===== config.mk =====
export PLATFORM = sky130hd
export DESIGN_NAME = reflet_bus_initiator
export DESIGN_NICKNAME = d
export VERILOG_FILES = /design/src/rtl/reflet_bus_pkg.sv /design/src/rtl/reflet_bus_initiator.sv
export SDC_FILE = /design/constraint.sdc
export NUM_CORES = 1
export LEC_CHECK = 0
export CAP_MARGIN = 20
export CORE_ASPECT_RATIO = 1.5
export CORE_MARGIN = 2
export CORE_UTILIZATION = 46
export CTS_CLUSTER_SIZE = 25
export DETAILED_ROUTE_END_ITERATION = 12
export HOLD_SLACK_MARGIN = 0.06
export PLACE_DENSITY = 0.84
export SKIP_LAST_GASP = 1
export SYNTH_ARGS = -nofsm -noshare
export SYNTH_HDL_FRONTEND = slang
export SYNTH_SLANG_ARGS = --single-unit

===== constraint.sdc =====
create_clock -name clk -period 2.5 [get_ports clk]
set_clock_uncertainty 0.1 [all_clocks]
set_input_delay 0.25 -clock clk [delete_from_list [all_inputs] [get_ports clk]]
set_output_delay 0.25 -clock clk [all_outputs]
set_load 0.01 [all_outputs]

===== src/rtl/reflet_bus_pkg.sv =====
// Shared types and constants for the Reflet peripheral bus initiator.
package reflet_bus_pkg;

    localparam int unsigned BUS_DATA_W = 8;

    typedef enum logic [2:0] {
        IDLE     = 3'd0,
        ACCESS   = 3'd1,
        CAPTURE  = 3'd2,
        VERIFY   = 3'd3,
        VCAPTURE = 3'd4,
        RESPOND  = 3'd5
    } state_t;

endpackage


===== src/rtl/reflet_bus_initiator.sv =====
// Byte-wide Reflet bus initiator: one bus access per valid/ready command, response on valid/ready.
// Optional write readback verification is compiled in with REFLET_BUS_INITIATOR_READBACK_EN.
module reflet_bus_initiator
    import reflet_bus_pkg::*;
#(
    parameter int unsigned addr_size = 16
) (
    input  logic                  clk,
    input  logic                  reset,
    input  logic                  cmd_valid,
    output logic                  cmd_ready,
    input  logic                  cmd_write,
    input  logic [addr_size-1:0]  cmd_addr,
    input  logic [BUS_DATA_W-1:0] cmd_wdata,
    output logic                  rsp_valid,
    input  logic                  rsp_ready,
    output logic [BUS_DATA_W-1:0] rsp_data,
    output logic                  rsp_error,
    output logic                  bus_enable,
    output logic [addr_size-1:0]  bus_addr,
    output logic                  bus_write_en,
    output logic [BUS_DATA_W-1:0] bus_data_out,
    input  logic [BUS_DATA_W-1:0] bus_data_in
);

    state_t                  state;
    logic                    lat_write;
    logic [addr_size-1:0]    lat_addr;
    logic [BUS_DATA_W-1:0]   lat_wdata;

    // Command latch, sequencer and response register; all outputs registered.
    always_ff @(posedge clk or negedge reset) begin
        if (!reset) begin
            state        <= IDLE;
            lat_write    <= 1'b0;
            lat_addr     <= '0;
            lat_wdata    <= '0;
            cmd_ready    <= 1'b0;
            rsp_valid    <= 1'b0;
            rsp_data     <= '0;
            rsp_error    <= 1'b0;
            bus_enable   <= 1'b0;
            bus_addr     <= '0;
            bus_write_en <= 1'b0;
            bus_data_out <= '0;
        end else begin
            case (state)
                IDLE: begin
                    cmd_ready <= 1'b1;
                    if (cmd_valid && cmd_ready) begin
                        lat_write    <= cmd_write;
                        lat_addr     <= cmd_addr;
                        lat_wdata    <= cmd_wdata;
                        cmd_ready    <= 1'b0;
                        bus_enable   <= 1'b1;
                        bus_addr     <= cmd_addr;
                        bus_write_en <= cmd_write;
                        bus_data_out <= cmd_write ? cmd_wdata : '0;
                        state        <= ACCESS;
                    end
                end
                ACCESS: begin
                    bus_enable   <= 1'b0;
                    bus_addr     <= '0;
                    bus_write_en <= 1'b0;
                    bus_data_out <= '0;
                    state        <= CAPTURE;
                end
                CAPTURE: begin
                    // Writes echo their own data; reads return the peripheral's registered output.
                    rsp_data <= lat_write ? lat_wdata : bus_data_in;
`ifdef REFLET_BUS_INITIATOR_READBACK_EN
                    if (lat_write) begin
                        bus_enable <= 1'b1;
                        bus_addr   <= lat_addr;
                        state      <= VERIFY;
                    end else begin
                        rsp_error <= 1'b0;
                        rsp_valid <= 1'b1;
                        state     <= RESPOND;
                    end
`else
                    rsp_valid <= 1'b1;
                    state     <= RESPOND;
`endif
                end
`ifdef REFLET_BUS_INITIATOR_READBACK_EN
                VERIFY: begin
                    bus_enable <= 1'b0;
                    bus_addr   <= '0;
                    state      <= VCAPTURE;
                end
                VCAPTURE: begin
                    rsp_error <= (bus_data_in != lat_wdata);
                    rsp_valid <= 1'b1;
                    state     <= RESPOND;
                end
`endif
                RESPOND: begin
                    if (rsp_ready) begin
                        rsp_valid <= 1'b0;
                        cmd_ready <= 1'b1;
                        state     <= IDLE;
                    end
                end
                default: begin
                    state <= IDLE;
                end
            endcase
        end
    end

endmodule


==> metrics.cfg <==
[status]
status=finished clean

[floorplan]
die_area_sq_um=4680
core_sq_um=3960
row_count=28
io_pins=74
start_util_pct=48.1
fp.dieW_microns=56.6
die_h_microns=82.8

[logic_synthesis]
ys_seq_elements=48
ys.warnings.count=1
synth_cells=140
yosysSeqAreaShare_pct=63.0
ys_types=27
synth_area_sq_um=1910
avgSynthCellArea_sq_um=13.6
syn-num-nets=177

[global_routing]
grt_max_degree=49
first_global_vias=1520
antenna_found_initial=0
grt_pass1_wl_microns=7320
overflow=0
grtUsageTotal_pct=20.0

[routing]
drt-total-wl_microns=4430
drc_errors=0
drtPass1Iterations=4
drt-vias-per-instance=5.62
drt.antenna.violating_nets=0
drtIter0Drc=50
via_count=1428
wire_per_inst_microns=17.4

[power_and_ir_drop]
leakagePower_nw=1.17
powerDensity_nw_per_um2=1230
vdd_drop_max_v=0.000841

[clock_tree]
clk_pin_slew_ns=0.08
htree_levels=2
clk_path_buf_depth=2
cts_buffers=5
clock_latency_ns=0.29
cts_tree=done
cts-root-buf=clkbuf_8
clock_sinks=48

[cells_and_area]
finalNetCount=246
n_antenna_cell=0
final_cell_mix=71 x clkdlybuf4s50_1, 48 x dfrtp_1, 17 x a22o_1
area_delta_synth_final_pct=42.4
final_common_cell=clkdlybuf4s50_1
fillers=293
drive_above_1_share_pct=9.09

[sta]
slew_headroom_pct=35.6
final.min_clock_period_ns=1.89
setup_violations=0
grt_setup_unrepaired=no
timing.setup.tns_ns=0
min_period_over_period_pct=75.5
maxSlewViolCount=0
holdWs_ns=0.197
hold_viol_final=0
fmax_mhz=530
tightest_slew_ns=0.961

[critical_path]
cp_max_fo=25
critPathLaunchType=flop
required_ns=2.58
end_kind=flop
critPathKind=reg -> reg
crit_arrival_ns=1.96

[placement]
dp_hpwl_microns=3240
place.gp.congestion=0.737
port_buffers=72

[hold_path]
hold_path.class=in -> async

[run]
drv_cap=0

-- logic make-up (layout without fill, tap and decap cells) --
group	Yosys count	count (layout)	synth area share, %
compound gates	42	42	17.1
other cells	1	1	0.197
buf+inv	15	84	4.53
mux	17	17	9.52
simple gates	17	17	5.65
flops	48	48	63.0
-- through the flow --
| stage | cell area (sq um) | setup slack (ns) | power (W) | instances | util, % |
|---|---|---|---|---|---|
| after global routing | 2710 | 0.423 | 0.00356 | 254 | 68.6 |
| final | 2710 | 0.613 | 0.00334 | 254 | 68.6 |
| after detailed placement | 2610 | 0.388 | 0.00294 | 245 | 65.8 |
| after CTS | 2680 | 0.598 | 0.00338 | 252 | 67.8 |
| after global placement | 2610 | 0.451 | 0.00285 | 245 | 65.8 |
| after floorplan | 1910 | 0.781 | 0.00222 | 140 | - |
-- per-layer routing --
| metal | wire length [microns] | GRT usage, % | vias to the layer above |
|---|---|---|---|
| li1 | - | - | 646 |
| met1 | 1660 | 22.4 | 728 |
| met2 | 2390 | 35.3 | 50 |
| met3 | 345 | 7.17 | 4 |
| met4 | 40 | 5.19 | 0 |
| met5 | 0 | 0 | - |
-- Yosys cell counts --
cell,number,share of area (%)
mux2i_1,8,4.2
buf_2,6,1.6
buf_4,4,1.6
mux2_2,6,3.5
o21ba_2,1,0.53
buf_6,1,0.59
a22o_1,17,7.8
nor4_4,1,1.1
nand2b_1,1,0.33
buf_1,1,0.20
a21oi_1,13,3.4
nand2_1,2,0.39
nor2b_1,1,0.33
conb_1,1,0.20
nor2_1,8,1.6
a211o_1,1,0.46
or4b_2,1,0.53
a32o_1,8,4.2
clkbuf_1,1,0.20
mux2_1,3,1.8
or3_1,1,0.33
nor3b_1,1,0.39
o31ai_1,1,0.39
nor3b_2,1,0.66
o21ai_0,1,0.26
dfrtp_1,48,63
inv_1,2,0.39
-- registers in the layout, indices dropped and copies added (netlist names) --
register,count
state,3
bus_addr,16
lat_write,1
bus_enable,1
bus_write_en,1
cmd_ready,1
rsp_valid,1
lat_wdata,8
bus_data_out,8
rsp_data,8
-- worst max-delay path, cell delays in order (launching register included) --
cell and delay (ns):
dfrtp_1 0.54, a21oi_1 0.08, or3_1 0.68, a22o_1 0.37
-- path summary, 6_finish.rpt --
path | from | end | slack, ns | depth (start not counted)
worst max-delay path | state[0] | bus_addr[10] | 0.61 | 3
worst min-delay path | reset | lat_wdata[6] | 0.20 | 2
worst max register to register | state[0] | bus_addr[10] | 0.61 | 3
worst min register to register | bus_data_out[1] | bus_data_out[1] | 0.40 | 1
max in group asynchronous | reset | rsp_valid | 1.66 | 3
min in group clk | bus_data_out[1] | bus_data_out[1] | 0.40 | 1
-- final cells by class --
class                   count  area (sq um)  share of cell area (%)
clock buffers               6          72.6                    2.67
clock inverters             1          5.00                   0.184
inverters                   2          7.51                   0.277
multi-input cells          77           618                    22.8
flip-flops and latches     48          1200                    44.3
well taps                  45          56.3                    2.07
repair buffers             75           753                    27.8
-- report_power, final --
| part | leakage, nW | internal [W] | total, W | switching, W |
|---|---|---|---|---|
| Clock | 0.0410 | 0.000190 | 0.000423 | 0.000233 |
| Sequential | 0.597 | 0.00114 | 0.00142 | 0.000285 |
| Combinational | 0.536 | 0.000870 | 0.00149 | 0.000624 |
| Total | 1.17 | 0.00220 | 0.00334 | 0.00114 |
-- what timing repair did --
| action | CTS | global route |
|---|---|---|
| setup buffers | 0 | 0 |
| gates resized for setup | 0 | 0 |
| hold endpoints to repair | 0 | 48 |
| hold buffers | 0 | 1 |
No activity file was read; power rests on OpenSTA's default activity.
